## src/rtl/slv_guard_rst_ctrl.sv

```systemverilog
// Recovery sequencer for the subordinate guard. It isolates the guard, pulses the
// subordinate reset, waits for an acknowledge, retries a bounded number of times and latches a failure.
module slv_guard_rst_ctrl #(
  parameter int RstHoldCycles = 16,
  parameter int AckTimeout    = 256,
  parameter int MaxRetries    = 3,
  parameter int CntWidth      = 16,
  localparam int RetryWidth   = (MaxRetries > 0) ? $clog2(MaxRetries + 1) : 1
) (
  input  logic                  clk_i,
  input  logic                  rst_ni,
  input  logic                  ctrl_ena_i,
  input  logic                  rst_req_i,
  input  logic                  rst_ack_i,
  input  logic                  sw_clear_i,
  output logic                  guard_ena_o,
  output logic                  rst_stat_o,
  output logic                  slv_rst_no,
  output logic                  busy_o,
  output logic                  fail_o,
  output logic [RetryWidth-1:0] retry_cnt_o,
  output logic [7:0]            rst_count_o
);

  typedef enum logic [2:0] {
    IDLE, ISOLATE, ASSERT, WAIT_ACK, CLEAR, FAILED
  } state_e;

  localparam logic [CntWidth-1:0]   HoldLoad = CntWidth'(RstHoldCycles - 1);
  localparam logic [CntWidth-1:0]   AckLoad  = CntWidth'(AckTimeout - 1);
  localparam logic [CntWidth-1:0]   CntOne   = CntWidth'(1);
  localparam logic [RetryWidth-1:0] RetryMax = RetryWidth'(MaxRetries);
  localparam logic [RetryWidth-1:0] RetryOne = RetryWidth'(1);

  state_e              state;
  logic [CntWidth-1:0] cnt;

  // NOTE: the reset branch lives inside the clocked block, so it only takes effect on a clock edge.
  always_ff @(posedge clk_i) begin
    if (!rst_ni) begin
      state       <= IDLE;
      cnt         <= '0;
      guard_ena_o <= 1'b0;
      rst_stat_o  <= 1'b0;
      slv_rst_no  <= 1'b1;
      busy_o      <= 1'b0;
      fail_o      <= 1'b0;
      retry_cnt_o <= '0;
      rst_count_o <= '0;
    end else begin
      // NOTE: non-blocking assignments keep every output a clean register of the current state.
      case (state)
        IDLE: begin
          guard_ena_o <= ctrl_ena_i;
          if (rst_req_i && ctrl_ena_i) begin
            state       <= ISOLATE;
            guard_ena_o <= 1'b0;
            retry_cnt_o <= '0;
            busy_o      <= 1'b1;
          end
        end

        ISOLATE: begin
          state      <= ASSERT;
          cnt        <= HoldLoad;
          slv_rst_no <= 1'b0;
          // Incidents are counted once, not per retry.
          if (rst_count_o != 8'hFF) rst_count_o <= rst_count_o + 8'd1;
        end

        ASSERT: begin
          if (cnt == '0) begin
            state      <= WAIT_ACK;
            slv_rst_no <= 1'b1;
            cnt        <= AckLoad;
          end else begin
            cnt <= cnt - CntOne;
          end
        end

        WAIT_ACK: begin
          // An acknowledge on the final timeout cycle still counts as success.
          if (rst_ack_i) begin
            state      <= CLEAR;
            rst_stat_o <= 1'b1;
          end else if (cnt == '0) begin
            slv_rst_no <= 1'b0;
            if (retry_cnt_o < RetryMax) begin
              state       <= ASSERT;
              retry_cnt_o <= retry_cnt_o + RetryOne;
              cnt         <= HoldLoad;
            end else begin
              state  <= FAILED;
              fail_o <= 1'b1;
            end
          end else begin
            cnt <= cnt - CntOne;
          end
        end

        CLEAR: begin
          if (!rst_req_i) begin
            state       <= IDLE;
            rst_stat_o  <= 1'b0;
            guard_ena_o <= ctrl_ena_i;
            busy_o      <= 1'b0;
          end
        end

        FAILED: begin
          // Subordinate stays in reset until software acknowledges.
          if (sw_clear_i) begin
            state       <= IDLE;
            fail_o      <= 1'b0;
            retry_cnt_o <= '0;
            slv_rst_no  <= 1'b1;
            busy_o      <= 1'b0;
          end
        end

        default: state <= IDLE;
      endcase
    end
  end

endmodule

```

## config.mk

```make
export PLATFORM = sky130hd
export DESIGN_NAME = slv_guard_rst_ctrl
export DESIGN_NICKNAME = d
export VERILOG_FILES = /design/src/rtl/slv_guard_rst_ctrl.sv
export SDC_FILE = /design/constraint.sdc
export NUM_CORES = 1
export LEC_CHECK = 0
export BUFFER_PORTS_ARGS = -buffer_cell sky130_fd_sc_hd__buf_4
export CAP_MARGIN = 0
export CORE_MARGIN = 4
export CORE_UTILIZATION = 62
export DETAILED_ROUTE_END_ITERATION = 7
export GPL_ROUTABILITY_DRIVEN = 0
export HOLD_SLACK_MARGIN = 0.15
export PLACE_DENSITY = 0.84
export SLEW_MARGIN = 0
export SYNTH_ARGS = -nofsm -noshare
export SYNTH_HDL_FRONTEND = slang
export SYNTH_SLANG_ARGS = --single-unit
```

## constraint.sdc

```tcl
create_clock -name clk_i -period 3.4 [get_ports clk_i]
set_input_delay 0.17 -clock clk_i [delete_from_list [all_inputs] [get_ports clk_i]]
set_output_delay 0.17 -clock clk_i [all_outputs]
set_load 0.02 [all_outputs]
```

# --- Word level (Yosys, flattened, before mapping) ---
# Index checks and enable logic that the tools add are counted.
op_classes:
  mux: 37
  reduce_logical: 19
  n_lt_le_gt_ge: 1
  add_sub_neg: 3
  eq_ne: 17
ops:
  columns: ["operator", "n"]
  rows:
  - ["16-bit 2-to-1 mux", 4]
  - ["16-bit case mux with 3 select lines", 1]
  - ["3-bit 2-to-1 mux", 7]
  - ["2-bit != test (second input constant)", 9]
  - ["3-bit case mux with 6 select lines", 1]
  - ["16-bit zero test", 1]
  - ["16-bit by 1-bit subtractor with 16-bit output (second input constant)", 1]
  - ["5-bit AND reduction", 3]
  - ["1-bit 2-to-1 mux", 13]
  - ["2-bit 2-to-1 mux", 5]
  - ["3-bit nonzero test", 3]
  - ["8-bit by 1-bit adder with 8-bit output (second input constant)", 1]
  - ["8-bit != test (second input constant)", 1]
  - ["3-bit by 2-bit equality test with 1-bit output (second input constant)", 2]
  - ["3-bit equality test (second input constant)", 2]
  - ["3-bit != test (second input constant)", 2]
  - ["1-bit case mux with 2 select lines", 3]
  - ["2-bit case mux with 3 select lines", 1]
  - ["3-bit AND reduction", 2]
  - ["6-bit AND reduction", 1]
  - ["2-bit nonzero test", 3]
  - ["1-bit case mux with 4 select lines", 1]
  - ["2-bit AND reduction", 2]
  - ["4-bit AND reduction", 1]
  - ["7 further kinds", 7]
word_totals:
  out_inout_bits: 15
  register_bits: 34
  wordCells: 86

# --- Logic depth before layout (Yosys ltp) ---
logic_depth:
  word_depth: 5
  depth_mapped: 8
  mapped_depth_nobuf: 7

# --- Worst setup path before layout ---
# No wires, ideal clock.
synth_timing:
  path_kind: "flip-flop to flip-flop"
  from: "register cnt[0]"
  to: "register cnt[4]"
  period_less_slack_ns: 1.882
  arrival_time_ns: 1.812
  path_stages_with_launch: 9
  path_slack_ns: 1.518
  required_ns: 3.330
  path_cell_list: "dfxtp_1 -> inv_1 -> ha_1 -> nor3b_2 -> and3_1 -> buf_4 -> a31o_2 -> or4_1 -> a21oi_1"
synth_via:
  elab_chain_cells: 4
synth_lines:
  columns: ["element", "line", "source"]
  rows:
  - ["from (decl)", "36", "logic [CntWidth-1:0] cnt;"]
  - ["from (signal assigned)", "65", "cnt <= HoldLoad;"]
  - ["from (signal assigned)", "75", "cnt <= AckLoad;"]
  - ["from (signal assigned)", "77", "cnt <= cnt - CntOne;"]
  - ["16-bit by 1-bit subtractor with 16-bit output / 16-bit zero test (equally long branches)", null, null]
  - ["16-bit 2-to-1 mux", "86", "end else if (cnt == '0) begin"]
  - ["16-bit 2-to-1 mux", "83", "if (rst_ack_i) begin"]
  - ["16-bit case mux with 3 select lines", "52", "case (state)"]
# Parallel ways exist; a longest one is shown, timed or not. The select of a mux whose other input is x is not followed.
# A chain may end at the register's enable or synchronous reset.

# --- Final worst setup path ---
layout_timing:
  from: "register state[1]"
  to: "register cnt[9]"
layout_via:
  elab_chain_cells: 3
layout_lines:
  columns: ["element", "line", "source"]
  rows:
  - ["from (decl)", "35", "state_e state;"]
  - ["from (signal assigned)", "41", "state <= IDLE;"]
  - ["from (signal assigned)", "56", "state <= ISOLATE;"]
  - ["from (signal assigned)", "64", "state <= ASSERT;"]
  - ["3-bit by 2-bit equality test with 1-bit output / 3-bit by 1-bit equality test with 1-bit output (equally long branches)", "52", null]
  - ["3-bit != test (no line), or another cell as far along", null, null]
  - ["3-bit AND reduction (no line)", null, null]
# Parallel ways exist; a longest one is shown, timed or not.

==> impl_metrics.toml <==
[timing]
timing.fmax_mhz = 395
finalSetupViolations = 0
rsz0062_at_grt = "no"
finalSetupTns_ns = 0
fin_worst_skew_ns = 0.00995
finalCriticalPeriod_ns = 2.53
hold_viol = 0
period_share_pct = 74.5
relSlewSlack_pct = 34.8
worst_slew_pin_slew_ns = 0.953
final_max_slew_viol_count = 0

[logic_synthesis]
synth_edf_count = 0
yosysSeqAreaShare_pct = 36.6
syn_area_per_cell_um2 = 8.31
synth-seq-cells = 34
syn_inst = 224
ys_warn_count = 0
post_synth_num_cell_types = 60
async_flop_share_pct = 0
syn-cell-area_mm2 = 0.00186
syn_nets = 233
synthFlopType = "dfxtp_1"

[critical_path]
worstReg2RegStart = "state[1]$_SDFFE_PN0P_"
crit_type = "register to register"
worst-endpoint-arrival_ns = 2.79
crit_chain = "nor2b_1, nand4_1, o21ai_1, o21ai_0, a21oi_1"
crit_path_start = "state[1]$_SDFFE_PN0P_"
worstSetupEndpointType = "register"
cp.required_ns = 3.65
reg2regPathDepth = 5
start_kind = "register"
crit_fanout = 12
slowest_stage = "o21ai_1"
slowest_delay_ns = 0.71

[clock_tree]
clk_path_buf_depth = 2
cts_tree = "built"
clock_latency_ns = 0.34
cts_hold_buf = 3
root_buffer = "clkbuf_4"
clkSinkCount = 34
post_cts_buffers = 0
post_cts_resized = 0
cts_buffers = 5
cts_max_level = 2
clkTransAtPathRegs_ns = 0.09

[global_routing]
grt_max_degree = 23
grt_pass1_wl_mm = 7.45
grt_pass1_vias = 1613
gr-total-overflow = 0
antenna_found_initial = 0
track_usage_pct = 23.5

[placement]
io_buffer_count = 20
dpl.cell_count = 264
dp_hpwl_mm = 3.10

[floorplan]
die_h_um = 62.8
start_util_pct = 66.3
placeableCoreArea_mm2 = 0.00281
num_rows = 19
pin_count = 21
die-area_mm2 = 0.00394
die-width_um = 62.8

[layout]
fillCellCount = 221
layout-drive-gt1-share_pct = 15.2
diodes = 0
area_delta_synth_final_pct = 11.6
final_cell_count_no_fill = 274
layout.nets = 252

[routing]
detail-route-antenna-nets = 0
vias_per_cell = 6.60
vias = 1808
drc = 0
first_iter_violations = 206
wl_per_cell_um = 16.0
totalWireLength_mm = 4.39
drtPass1Iterations = 5

[job]
maxCapViolations = 0

[status]
status = "completed"

[min_path]
hold_class = "input pin to register"
whs_path_depth = 3
min-delay-start = "rst_ack_i"

[power_and_ir_drop]
powerDensity_mw_per_mm2 = 867
ir_drop_mv = 0.489
p_leak_nw = 0.799
-- cells in the final DEF, fill, tap and decap left out, types with 5 or more instances in the layout --
| cell | n |
|---|---|
| clkbuf_4 | 5 |
| nor2_1 | 19 |
| nand4_1 | 6 |
| nor3_1 | 5 |
| buf_4 | 20 |
| a21oi_1 | 13 |
| inv_1 | 7 |
| dfxtp_1 | 34 |
| xor2_1 | 5 |
| nand2_1 | 26 |
| nand3_1 | 7 |
| o21ai_0 | 13 |
-- where the power goes --
part / leakage, nW / switching, mW / internal (mW) / total (mW)
clock network: 0.0254 / 0.127 / 0.0779 / 0.205
registers: 0.277 / 0.135 / 0.489 / 0.624
logic: 0.497 / 0.599 / 0.372 / 0.971
-- worst max-delay path, delay by kind of cell (launching register included) --
family             cells  cell delay [ns]
AOI/OAI and AO/OA      3             1.10
and+or+nand+nor        2             0.85
DFF                    1             0.51
-- final timing paths --
check | end | slack, ns
setup reg to reg | cnt[9]$_SDFFE_PN0P_ | 0.87
setup / recovery | cnt[9]$_SDFFE_PN0P_ | 0.87
hold / removal | rst_stat_o$_SDFFE_PN0P_ | 0.18
hold reg to reg | retry_cnt_o[1]$_SDFFE_PN0P_ | 0.50
-- cells in the mapped netlist, types with 4 or more instances --
cell	instances	area (µm²)
dfxtp_1	34	681
inv_1	7	26.3
nand2_1	26	97.6
nand4_1	6	37.5
xnor2_1	4	35.0
a21oi_1	13	65.1
o21ai_1	4	20.0
nand2b_1	4	25.0
and2_1	4	25.0
mux2i_1	4	40.0
nand3_1	7	35.0
nor2_1	19	71.3
xor2_1	5	43.8
clkbuf_1	7	26.3
nor3_1	5	25.0
o21ai_0	13	65.1
-- flip-flops by register name (all words and copies together) (netlist names) --
| register | count |
|---|---|
| cnt | 16 |
| rst_count_o | 8 |
| state | 3 |
| retry_cnt_o | 2 |
| busy_o | 1 |
| fail_o | 1 |
| guard_ena_o | 1 |
| rst_stat_o | 1 |
| slv_rst_no | 1 |
-- area by class of cell --
class	count	area (µm²)	area share, %
Inverter	7	26.3	1.27
Timing Repair Buffer	23	180	8.68
Sequential cell	34	681	32.8
Clock buffer	7	45.0	2.17
Tap cell	31	38.8	1.87
Multi-Input combinational cell	172	1100	53.2
-- metrics by stage --
stage / hold WS (ns) / cell area, µm² / total power [mW] / util (%) / setup slack, ns
2_1_floorplan: 0.285 / 1860 / 1.38 / - / 1.52
3_3_place_gp: 0.392 / 2000 / 1.54 / 71.3 / 1.14
3_5_place_dp: 0.400 / 2000 / 1.58 / 71.3 / 0.978
4_1_cts: 0.181 / 2080 / 1.79 / 74.0 / 0.979
5_1_grt: 0.181 / 2080 / 1.96 / 74.0 / 0.684
6_report: 0.183 / 2080 / 1.80 / 74.0 / 0.866
-- metal layers --
layer  wire length [µm]  global-route usage [%]
met4                125                    8.54
met3                331                    7.37
met1               1890                    31.3
met5                  0                       0
met2               2050                    35.3
-- cell families (layout without fill, tap and decap cells) --
kind of cell               after synthesis  count (layout)  share of synthesized area, %
and+or+nand+nor                         95              95                          27.7
AOI/OAI and AO/OA                       60              60                          22.7
DFF                                     34              34                          36.6
buffers and inverters                   18              37                          4.04
xor gates and xnor gates                 9               9                          4.24
muxes                                    5               5                          2.76
adders and majority gates                3               3                          2.02
No activity file was read; power rests on OpenSTA's default activity.
